**config.mk**
```make
export PLATFORM = sky130hd
export DESIGN_NAME = beep_scheduler
export DESIGN_NICKNAME = d
export VERILOG_FILES = /design/src/rtl/beep_scheduler.sv
export SDC_FILE = /design/constraint.sdc
export NUM_CORES = 1
export LEC_CHECK = 0
export ABC_AREA = 1
export CAP_MARGIN = 25
export CORE_MARGIN = 2
export CORE_UTILIZATION = 55
export DETAILED_ROUTE_END_ITERATION = 8
export GPL_TIMING_DRIVEN = 0
export PLACE_DENSITY = 0.76
export SLEW_MARGIN = 20
export SYNTH_ARGS = -nofsm -noshare
export SYNTH_HDL_FRONTEND = slang
export SYNTH_SLANG_ARGS = --single-unit
```
**constraint.sdc**
```tcl
create_clock -name clk -period 3.2 [get_ports clk]
set_clock_uncertainty 0.2 [all_clocks]
set_input_delay 0.64 -clock clk [delete_from_list [all_inputs] [get_ports clk]]
set_output_delay 0.64 -clock clk [all_outputs]
set_load 0.01 [all_outputs]
```
**src/rtl/beep_scheduler.sv**
```systemverilog
// rtl/beep_scheduler.sv - shares one piezo beep output between four prioritized sound requesters.
// Latches request pulses, grants the highest pending sound, and plays its 4-note pattern.
module beep_scheduler #(
    parameter int NOTE_TICKS = 5_000_000,
    parameter int HP_SHIFT   = 0
) (
    input  logic       clk,
    input  logic       rst,
    input  logic [1:0] gamemode,
    input  logic [3:0] req,
    output logic       beep,
    output logic [3:0] grant,
    output logic       busy,
    output logic       done
);

    typedef enum logic {S_IDLE, S_PLAY} state_t;

    localparam logic [22:0] NOTE_LAST = 23'(NOTE_TICKS - 1);
    localparam logic [16:0] HP_A4 = 17'd113636;
    localparam logic [16:0] HP_C5 = 17'd95556;
    localparam logic [16:0] HP_E5 = 17'd75843;
    localparam logic [16:0] HP_G5 = 17'd63776;
    localparam logic [16:0] HP_C6 = 17'd47778;
    localparam logic [16:0] HP_R  = 17'd0;

    function automatic logic [16:0] rom_hp(input logic [3:0] g, input logic [1:0] idx);
        logic [16:0] hp;
        hp = HP_R;
        case (g)
            4'b0001: hp = (idx == 2'd0) ? HP_C6 : HP_R;
            4'b0010: hp = idx[0] ? HP_R : HP_A4;
            4'b0100: begin
                case (idx)
                    2'd0:    hp = HP_C5;
                    2'd1:    hp = HP_E5;
                    2'd2:    hp = HP_G5;
                    default: hp = HP_C6;
                endcase
            end
            4'b1000: begin
                case (idx)
                    2'd0:    hp = HP_G5;
                    2'd1:    hp = HP_E5;
                    2'd2:    hp = HP_C5;
                    default: hp = HP_A4;
                endcase
            end
            default: hp = HP_R;
        endcase
        return hp >> HP_SHIFT;
    endfunction

    function automatic logic [3:0] highest(input logic [3:0] p);
        logic [3:0] h;
        h = 4'b0000;
        if (p[3])      h = 4'b1000;
        else if (p[2]) h = 4'b0100;
        else if (p[1]) h = 4'b0010;
        else if (p[0]) h = 4'b0001;
        return h;
    endfunction

    state_t      state_q, state_d;
    logic [3:0]  pend_q, pend_d;
    logic [3:0]  grant_q, grant_d;
    logic [1:0]  note_idx_q, note_idx_d;
    logic [22:0] note_cnt_q, note_cnt_d;
    logic [16:0] tone_cnt_q, tone_cnt_d;
    logic        phase_q, phase_d;
    logic        beep_q, beep_d;
    logic        done_q, done_d;

    logic        paused;
    logic [16:0] hp;
    logic [3:0]  above;
    logic [3:0]  clr;

    always_comb begin
        state_d    = state_q;
        grant_d    = grant_q;
        note_idx_d = note_idx_q;
        note_cnt_d = note_cnt_q;
        tone_cnt_d = tone_cnt_q;
        phase_d    = phase_q;
        beep_d     = 1'b0;
        done_d     = 1'b0;
        clr        = 4'b0000;

        paused = (gamemode == 2'b10);
        hp     = rom_hp(grant_q, note_idx_q);
        // Pending bits strictly above the current grant may preempt it.
        above  = pend_q & ~(grant_q | (grant_q - 4'd1));

        case (state_q)
            S_IDLE: begin
                if (!paused && pend_q != 4'b0000) begin
                    grant_d    = highest(pend_q);
                    clr        = grant_d;
                    state_d    = S_PLAY;
                    note_idx_d = 2'd0;
                    note_cnt_d = '0;
                    tone_cnt_d = '0;
                    phase_d    = 1'b0;
                end
            end
            default: begin
                if (paused) begin
                    beep_d = 1'b0;
                end else if (above != 4'b0000) begin
                    grant_d    = highest(above);
                    clr        = grant_d;
                    note_idx_d = 2'd0;
                    note_cnt_d = '0;
                    tone_cnt_d = '0;
                    phase_d    = 1'b0;
                end else if (note_cnt_q == NOTE_LAST) begin
                    note_cnt_d = '0;
                    tone_cnt_d = '0;
                    phase_d    = 1'b0;
                    if (note_idx_q == 2'd3) begin
                        state_d = S_IDLE;
                        grant_d = 4'b0000;
                        done_d  = 1'b1;
                    end else begin
                        note_idx_d = note_idx_q + 2'd1;
                    end
                end else begin
                    note_cnt_d = note_cnt_q + 23'd1;
                    if (hp == 17'd0) begin
                        tone_cnt_d = '0;
                        phase_d    = 1'b0;
                    end else if (tone_cnt_q == hp - 17'd1) begin
                        tone_cnt_d = '0;
                        phase_d    = ~phase_q;
                    end else begin
                        tone_cnt_d = tone_cnt_q + 17'd1;
                    end
                    beep_d = phase_d;
                end
            end
        endcase

        // A request arriving on the grant edge survives the clear, queueing a replay.
        pend_d = (pend_q & ~clr) | req;
    end

    always_ff @(posedge clk) begin
        if (rst) begin
            state_q    <= S_IDLE;
            pend_q     <= 4'b0000;
            grant_q    <= 4'b0000;
            note_idx_q <= 2'd0;
            note_cnt_q <= '0;
            tone_cnt_q <= '0;
            phase_q    <= 1'b0;
            beep_q     <= 1'b0;
            done_q     <= 1'b0;
        end else begin
            state_q    <= state_d;
            pend_q     <= pend_d;
            grant_q    <= grant_d;
            note_idx_q <= note_idx_d;
            note_cnt_q <= note_cnt_d;
            tone_cnt_q <= tone_cnt_d;
            phase_q    <= phase_d;
            beep_q     <= beep_d;
            done_q     <= done_d;
        end
    end

    assign beep  = beep_q;
    assign grant = grant_q;
    assign busy  = (state_q == S_PLAY);
    assign done  = done_q;

endmodule
```
======== Word-level counts from Yosys, hierarchy flattened ========
Index checks and enable logic that the tools add are counted.
word-level totals
  flip-flop bits (word level) ............. 54
  bits in latches ......................... 0
  memory bits (writable) .................. 0
  ROM bits ................................ 0
  input port bits ......................... 8
  output and inout port bits .............. 7
  logic and storage cells ................. 104
  memories kept ........................... 0
operators by class
  $add $sub $neg .......................... 5
  multiply operators ...................... 0
  divide/modulo/power cells ............... 0
  $lt $le $gt $ge ......................... 0
  equality and inequality tests ........... 14
  shift operators ......................... 0
  muxes and demuxes ....................... 55
  bitwise operators ....................... 9
  reductions and logical operators ........ 12
operators with widths
  cell                                                                  number
  17-bit two-way mux                                                    8
  23-bit two-way mux                                                    5
  17-bit case mux with 3 select lines                                   2
  17-bit case mux with 4 select lines                                   1
  4-bit two-way mux                                                     12
  23-bit by 1-bit adder with 23-bit output, second input constant       1
  23-bit == test, second input constant                                 1
  17-bit by 1-bit adder with 17-bit output, second input constant       1
  17-bit == test                                                        1
  17-bit logical NOT                                                    1
  17-bit by 1-bit subtractor with 17-bit output, second input constant  1
  1-bit two-way mux                                                     16
  16-bit two-way mux                                                    1
  2-bit two-way mux                                                     8
  4-bit AND                                                             2
  4-bit inverter                                                        2
  4-bit OR                                                              2
  4-bit AND reduction                                                   2
  4-bit nonzero test                                                    2
  2-bit == test, second input constant                                  3
  3-bit two-way mux                                                     2
  3-bit by 1-bit != test with 1-bit output, second input constant       2
  5-bit OR reduction                                                    1
  4-bit by 1-bit == test with 1-bit output, second input constant       1
  other kinds (15)                                                      17

======== Longest topological paths before layout ========
Gate-level depths: netlist (run 1).
  word-level depth ........................ 14
  gate-level depth with buffers ........... 22
  depth with buffers taken out ............ 22

======== Worst setup path before layout (run 1) ========
Ideal clock, no wire load.
  path kind ............................... register -> register
  start point ............................. reg note_idx_q[0]
  end point ............................... reg tone_cnt_q[10]
  library setup time ...................... 138 ps
  data arrival time ....................... 2,782 ps
  required time ........................... 2,862 ps
  slack ................................... 80 ps
  stages on the path, launching flop included .. 20
  path buffers ............................ 1
  clock period less this slack ............ 3,120 ps
  cell sequence ........................... dfxtp_1 -> inv_1 -> ha_1 -> nand3_2 -> nand3_1 -> inv_1 -> ha_1 -> ha_1 -> xnor2_1 -> nor3_1 -> nand3_1 -> a21oi_1 -> nand2_1 -> nor2_1 -> nand3_1 -> nor2_4 -> nand3_4 -> nand2_4 -> buf_8 -> o22ai_2
on the way
  word-level cells in the longest chain between the ends .. 11
  elaborated cells between the ends (all ways) .. 17
  classes of those cells .................. add/sub (1); eq/ne (3); mux (11); reduce/logical (2)
RTL lines
  element                                                      RTL line  text
  start: declaration                                           67        logic [1:0] note_idx_q, note_idx_d;
  start signal: assignment                                     163       note_idx_q <= note_idx_d;
  2-bit == test (tied with other cells)                        34, 42
  17-bit case mux with 3 select lines (tied with other cells)  42        case (idx)
  17-bit case mux with 4 select lines (*)                      30        case (g)
  17-bit by 1-bit subtractor with 17-bit output                133       end else if (tone_cnt_q == hp - 17'd1) begin
  17-bit == test                                               133
  17-bit two-way mux                                           133
  17-bit two-way mux (*)                                       130       if (hp == 17'd0) begin
  17-bit two-way mux (*)                                       117       end else if (note_cnt_q == NOTE_LAST) begin
  17-bit two-way mux (*)                                       110       end else if (above != 4'b0000) begin
  17-bit two-way mux (*)                                       108       if (paused) begin
  17-bit two-way mux (*)                                       95        case (state_q)
  end signal: assignment                                       165       tone_cnt_q <= tone_cnt_d;
  end: declaration                                             69        logic [16:0] tone_cnt_q, tone_cnt_d;
Every way passes the cells marked *; elsewhere a longest branch is shown, timed or not. The select of a mux whose other input is x is not followed.
A chain may end at the register's enable or synchronous reset.

======== Final worst setup path (run 1) ========
  start point ............................. reg grant_q[1] (netlist: grant[1])
  end point ............................... reg tone_cnt_q[5]
on the way
  word-level cells in the longest chain between the ends .. 10
  elaborated cells between the ends (all ways) .. 19
  classes of those cells .................. add/sub (2); eq/ne (5); mux (7); bitwise (3); reduce/logical (2)
RTL lines
  element                                        RTL line  text
  start: declaration                             66        logic [3:0] grant_q, grant_d;
  start signal: assignment                       162       grant_q <= grant_d;
  4-bit == test (tied with other cells)          30
  17-bit case mux with 4 select lines            30
  17-bit by 1-bit subtractor with 17-bit output  133
  17-bit == test                                 133
  17-bit two-way mux                             133
  17-bit two-way mux                             130
  17-bit two-way mux                             117
  17-bit two-way mux (*)                         110
  17-bit two-way mux (*)                         108
  17-bit two-way mux (*)                         95
Marks and branches as above.

==> results of run 1 <==
==> sequential cells by signal, indices dropped and copies added (netlist names) <==
signal	flops
phase_q	1
tone_cnt_q	17
note_cnt_q	23
busy	1
done	1
grant	4
beep	1
note_idx_q	2
pend_q	4
==> cell usage in the layout, fill, tap and decap left out, types with 13 or more instances in the layout <==
cell type / count
clkdlybuf4s50_1: 13
nor2_1: 63
a21oi_1: 22
dfxtp_1: 48
inv_2: 14
nand4_1: 13
inv_1: 63
nand3_1: 42
nand2_1: 125
o21ai_0: 25
==> power by group <==
part	switching (mW)	internal, mW
clock network	0.250	0.163
registers	0.0301	0.690
logic	0.474	0.274
==> critical path, stage by stage, from the launching register on <==
cell,delay (ps)
dfxtp_2,380
nor2_4,160
buf_6,150
nand3_2,130
nand2_2,130
inv_2,60
ha_4,160
ha_4,210
xnor2_1,120
nor3_1,190
nand3_1,120
a21oi_2,110
nand2_1,70
nor2_2,130
nand3_2,100
nor2_4,130
nand3_4,100
nand2_4,110
clkbuf_16,150
o22ai_2,50
==> metrics by stage <==
step | instance area (sq um) | power, mW | setup slack, ps | TNS [ps] | util, %
after floorplan | 3696 | 1.224 | 80.26 | 0 | -
after global placement | 3923 | 1.348 | -297.5 | -4023 | 61.08
after detailed placement | 3923 | 1.361 | -349.5 | -5078 | 61.08
after CTS | 4118 | 1.790 | 1.630 | 0 | 64.11
after global routing | 4334 | 1.991 | -126.3 | -1839 | 67.48
final | 4334 | 1.882 | 102.7 | 0 | 67.48
==> cell families after synthesis <==
group / share of synthesized area, %
adder cells (fa/ha/maj): 3.724
flip-flops: 29.25
AO/OA/AOI/OAI: 13.78
XOR/XNOR: 4.028
buffers and inverters: 9.580
AND/OR/NAND/NOR: 39.64
==> final timing paths <==
check                           slack, ps      from       endpoint  cells past startpoint
worst max-delay path                  100  grant[1]  tone_cnt_q[5]                     19
worst min-delay path                  280   phase_q        phase_q                      2
worst max register to register        100  grant[1]  tone_cnt_q[5]                     19
worst min register to register        280   phase_q        phase_q                      2
==> per-layer routing <==
layer | wire length, um | GRT usage [%] | share of wire [%] | vias up
met5 | 0 | 0 | 0 | -
met4 | 222 | 6.782 | 2.4 | 0
met3 | 439 | 3.465 | 4.6 | 19
met2 | 4679 | 43.83 | 50 | 108
met1 | 4104 | 31.39 | 43 | 1699
li1 | - | - | - | 1860
==> Yosys cell counts, types with 2 or more instances <==
library cell    n
nor2_1         67
nor2_2          8
nor4_1          3
nand3b_1        3
o21ai_0        25
o21a_1          2
o21ai_1         2
nor2_4          8
xor2_1         12
inv_1          70
o22ai_1         3
nand2_2         4
nand3_2         4
nand3_1        47
nand3_4         2
nor3_1          8
xnor2_1         5
clkbuf_1        4
o22ai_2        10
nand4_1        13
dfxtp_1        54
o211ai_1        3
a21oi_1        23
inv_2          10
nand2_1       128
buf_2           3
ha_1           11
nor3b_1         2
==> area by class of cell <==
| type | count | area [sq um] | area share, % |
|---|---|---|---|
| well taps | 77 | 96.34 | 2.223 |
| inverters | 81 | 321.6 | 7.419 |
| flip-flops and latches | 54 | 1101 | 25.40 |
| repair buffers | 27 | 250.2 | 5.774 |
| clock inverters | 3 | 27.53 | 0.6351 |
| plain buffers | 7 | 51.30 | 1.184 |
| multi-input cells | 408 | 2417 | 55.77 |
| clock buffers | 5 | 68.82 | 1.588 |
==> timing repair <==
item                       4_1_cts  5_1_grt
setup endpoints to repair       19       21
cloned                           0        2
resized for setup               16       43
setup buffers                    7        5
pin swaps                        6       12
==> out/qor.txt, run 1 <==
DRC: 0
Final HPWL DP: 6.652 mm
Arr. time, crit path: 3080 ps
Top Ports: 15
Via-per-instance ratio: 5.568
Max Freq: 0.3229 GHz
Syn Inst Count: 551
Area grow syn2layout: 17.26%
Crit path time final: 3097 ps
WP data required: 3190 ps
Via count: 3,686
CP Class: register to register
Seq cells post-synth: 54
Top cells by area, synth: dfxtp_1, nand2_1, inv_1
Tot GR Track Use: 24.78%
Clock tree sinks: 54
Cell variety after synth: 45
Routed wire length: 9.445 mm
Syn avg cell area: 6.708 sq um
Die Y: 85.98 um
Min-delay worst type: register to register
Drt wl/cell: 14.27 um
Critical-path maximum fanout: 5
Final Non-Filler Cells: 662
Worst hold margin: 278.3 ps
First-pass GRT wire length: 14.84 mm
FFs w/ async S/R, synth: 0%
Port bufs: 13
Core ar.: 0.006422 sq mm
GPL Wtd Cong: 0.9203
Area leader, netlist: dfxtp_1
Row count: 29
Vias in the first global route: 3,286
Initial antenna violation count: 0
Antenna Cells: 0
Width of the chip: 85.98 um
Skew-Pair Late Insertion Delay: 320 ps
Leak pwr: 1.757 nW
TritonCTS Buffers: 5
Fraction of layout cells with a size suffix above 1: 19.32%
Critical Path Source Type: register
Mapped Nets: 570
Status: finished clean
Yosys top cell area share: 29.25%
CTS tree: done
H-tree depth: 2
Largest net degree at the start of global routing: 20
EDFF count, synth: 0
Placed cell count: 641
Relative slew slack: 50.33%
Max_cap viols: 0
Overflow after GRT: 0
Final hold vios: 0
Yosys warns: 0
Final setup viols: 0
CTS max path bufs: 2
Sequential element share of the synthesized area: 29.25%
CP endpoint kind: register
Worst vdd ir: 0.2691 mV
Net count reported at finish: 603
Iter 0 DRT Violations: 211
First drt pass iteration count: 7
Root Driver: clkbuf_8
Initial Util: 57.55%
Hold Buf Count CTS: 0
Post-DRT Antenna Nets: 0
Least-Margin Pin Slew: 745.0 ps
Top_reg_cell synth: dfxtp_1
Fillers: 550
Slew Limit Fails: 0
Post-synth design cell area: 0.003696 sq mm
Clock slew at reported path FFs: 110 ps
Fin crit share: 96.79%
Power Dens Cells: 434.2 mW/mm^2
Die Area: 0.007392 sq mm
(Power assumes the default switching activity.)
==> run 2: changes to the inputs <==
--- a/config.mk
+++ b/config.mk
@@ -8,10 +8,9 @@
 export ABC_AREA = 1
 export CAP_MARGIN = 25
 export CORE_MARGIN = 2
-export CORE_UTILIZATION = 55
+export CORE_UTILIZATION = 45
+export CTS_CLUSTER_SIZE = 8
 export DETAILED_ROUTE_END_ITERATION = 8
-export GPL_TIMING_DRIVEN = 0
-export PLACE_DENSITY = 0.76
 export SLEW_MARGIN = 20
 export SYNTH_ARGS = -nofsm -noshare
 export SYNTH_HDL_FRONTEND = slang
==> run 2 against run 1 <==
Via count down 3.8%. First-iteration DRC count increased by 10%. Fmax grew 3.7%. Critical path depth increased by 1. Combinational power decreased by 5.3%. Sequential cell count is the same. Final area increased by 0.72%. Count of clock-buffer cells in the layout did not move. Setup slack better by 110 ps. Critical path type unchanged.
==> out/qor.txt, run 2 (synthesis gave the netlist of run 1 again) <==
Fin crit share: 93.34%
Via-per-instance ratio: 5.110
First drt pass iteration count: 4
First-pass GRT wire length: 15.26 mm
Hold Buf Count CTS: 0
Largest net degree at the start of global routing: 20
Tot GR Track Use: 21.12%
Final HPWL DP: 7.086 mm
Commonest cells after routing, fill and taps aside: nand2_1, nor2_1, inv_1, dfxtp_1, nand3_1
Max Freq: 0.3348 GHz
Final setup viols: 0
Post-DRT Antenna Nets: 0
Multi-input combinational cell area: 0.002399 sq mm
Die Y: 94.63 um
Commonest non-fill, non-tap cell in the layout: nand2_1
Row count: 33
Min-delay worst type: register to register
Register with the most flip-flops: note_cnt_q
WP data required: 3190 ps
Final Non-Filler Cells: 694
Worst flop-to-flop path endpoint: tone_cnt_q[2]
Min-Delay Endpoint: phase_q
Leak pwr: 1.779 nW
Sequential Area: 0.001092 sq mm
Slew Limit Fails: 0
Drt wl/cell: 13.16 um
Iter 0 DRT Violations: 233
Util after Layout: 53.94%
Power Dens Cells: 435.2 mW/mm^2
R2R setup slack: 210 ps
CTS tree: done
Arr. time, crit path: 2980 ps
R2R Path Start: note_idx_q[1]
Initial antenna violation count: 0
H-tree depth: 2
R2R cell count: 20
Fillers: 802
Hold path depth: 2
Root Driver: clkbuf_8
Critical-path maximum fanout: 7
Least-Margin Pin Slew: 623.3 ps
Antenna Cells: 0
Width of the chip: 94.63 um
Via count: 3,546
Max_cap viols: 0
Metal2 WL: 4.367 mm
DRC: 0
CP Class: register to register
Slowest cell on crit path: dfxtp_4
Regs by FF count: note_cnt_q (23), tone_cnt_q (17)
Core ar.: 0.008093 sq mm
Port bufs: 14
CP endpoint kind: register
Final hold vios: 0
Fraction of layout cells with a size suffix above 1: 19.69%
Critical Path Source Type: register
CTS max path bufs: 2
Area grow syn2layout: 18.11%
Wl on met1: 4.457 mm
Placed cell count: 682
Net count reported at finish: 607
Relative slew slack: 58.40%
Worst vdd ir: 0.2515 mV
Top Ports: 15
GPL Wtd Cong: 0.9022
Routed wire length: 9.131 mm
Largest register FFs: 23
TritonCTS Buffers: 5
Worst path max stage delay: 400 ps
DR WL met3: 169 um
Crit-path cells: inv_4 -> ha_4 -> inv_1 -> nand2_1 -> nand3_2 -> nand3_2 -> inv_2 -> ha_4 -> ha_2 -> xnor2_1 -> nor3_1 -> nand3_1 -> a21oi_2 -> nand2_1 -> nor2_1 -> nand3_1 -> nor2_4 -> nand3_4 -> nand2_8 -> o22ai_1
Status: finished clean
Crit path time final: 2987 ps
Die Area: 0.008954 sq mm
DR top layer: met4
Skew-Pair Late Insertion Delay: 310 ps
Vias in the first global route: 3,278
Clock tree sinks: 54
Hold Path Origin: phase_q
Overflow after GRT: 0
Initial Util: 45.67%
Clock slew at reported path FFs: 100 ps
run 2: cell count changes in the layout (fill, tap and decap cells not counted), moves of 3 or more:
cell      previous run  this run
buf_4               12        23
clkbuf_1             4         0
dfxtp_4              5         2
ha_2                 1         4
nor2_1              63        66
nor2_4              12         9
run 2: what timing repair did:
action / in CTS / in global routing
gates cloned: 0 / 1
pin swaps: 0 / 9
gates resized for setup: 1 / 40
endpoints found under the hold margin: 0 / 0
endpoints found under the setup margin: 5 / 19
setup buffers: 0 / 3
run 2: area by class of cell:
| type | instances | area share, % |
|---|---|---|
| inverters | 81 | 7.194 |
| repair buffers | 37 | 7.165 |
| flip-flops and latches | 54 | 25.02 |
| clock buffers | 5 | 1.576 |
| multi-input cells | 409 | 54.94 |
| well taps | 105 | 3.009 |
| clock inverters | 3 | 1.089 |
run 2: how the worst max path moves through the flow:
stage               cells after the start  slack [ps]     startpoint              to
finish                                 20         210  note_idx_q[1]   tone_cnt_q[2]
global route                           20         -20  note_idx_q[1]   tone_cnt_q[8]
global placement                       13         -60    gamemode[0]  note_cnt_q[22]
detailed placement                     13         -60    gamemode[0]  note_cnt_q[22]
CTS                                    18          40  note_idx_q[1]   tone_cnt_q[8]
floorplan                              19          80  note_idx_q[0]  tone_cnt_q[10]
run 2: per-stage QoR:
stage | total power [mW] | setup slack [ps] | instance area, sq um | hold slack [ps] | setup TNS (ps)
2_1_floorplan | 1.224 | 80.26 | 3696 | 243.4 | 0
3_3_place_gp | 1.386 | -62.53 | 4073 | 274.1 | -62.53
3_5_place_dp | 1.393 | -61.66 | 4073 | 269.9 | -61.66
4_1_cts | 1.878 | 44.03 | 4198 | 286.3 | 0
5_1_grt | 2.028 | -22.83 | 4365 | 334.4 | -160.0
6_report | 1.900 | 213.1 | 4365 | 283.3 | 0
run 2: report_power, final:
| part | total, mW | leakage [nW] | switching (mW) | internal, mW |
|---|---|---|---|---|
| Combinational | 0.708 | 1.28 | 0.450 | 0.258 |
| Sequential | 0.717 | 0.440 | 0.0264 | 0.691 |
| Clock | 0.475 | 0.0587 | 0.238 | 0.237 |
| Total | 1.90 | 1.78 | 0.714 | 1.19 |
run 2: metal layers:
| metal | global-route usage [%] | vias to the layer above |
|---|---|---|
| li1 | - | 1872 |
| met1 | 27.20 | 1622 |
| met2 | 37.35 | 40 |
| met3 | 2.713 | 12 |
| met4 | 5.072 | 0 |
| met5 | 0 | - |
run 2: critical path, delay by kind of cell (launching register included):
family | cells | cell delay, ps
AOI/OAI and AO/OA | 2 | 180
xor gates and xnor gates | 1 | 120
adders and majority gates | 3 | 540
buffers and inverters | 3 | 190
DFF | 1 | 400
and+or+nand+nor | 11 | 1220
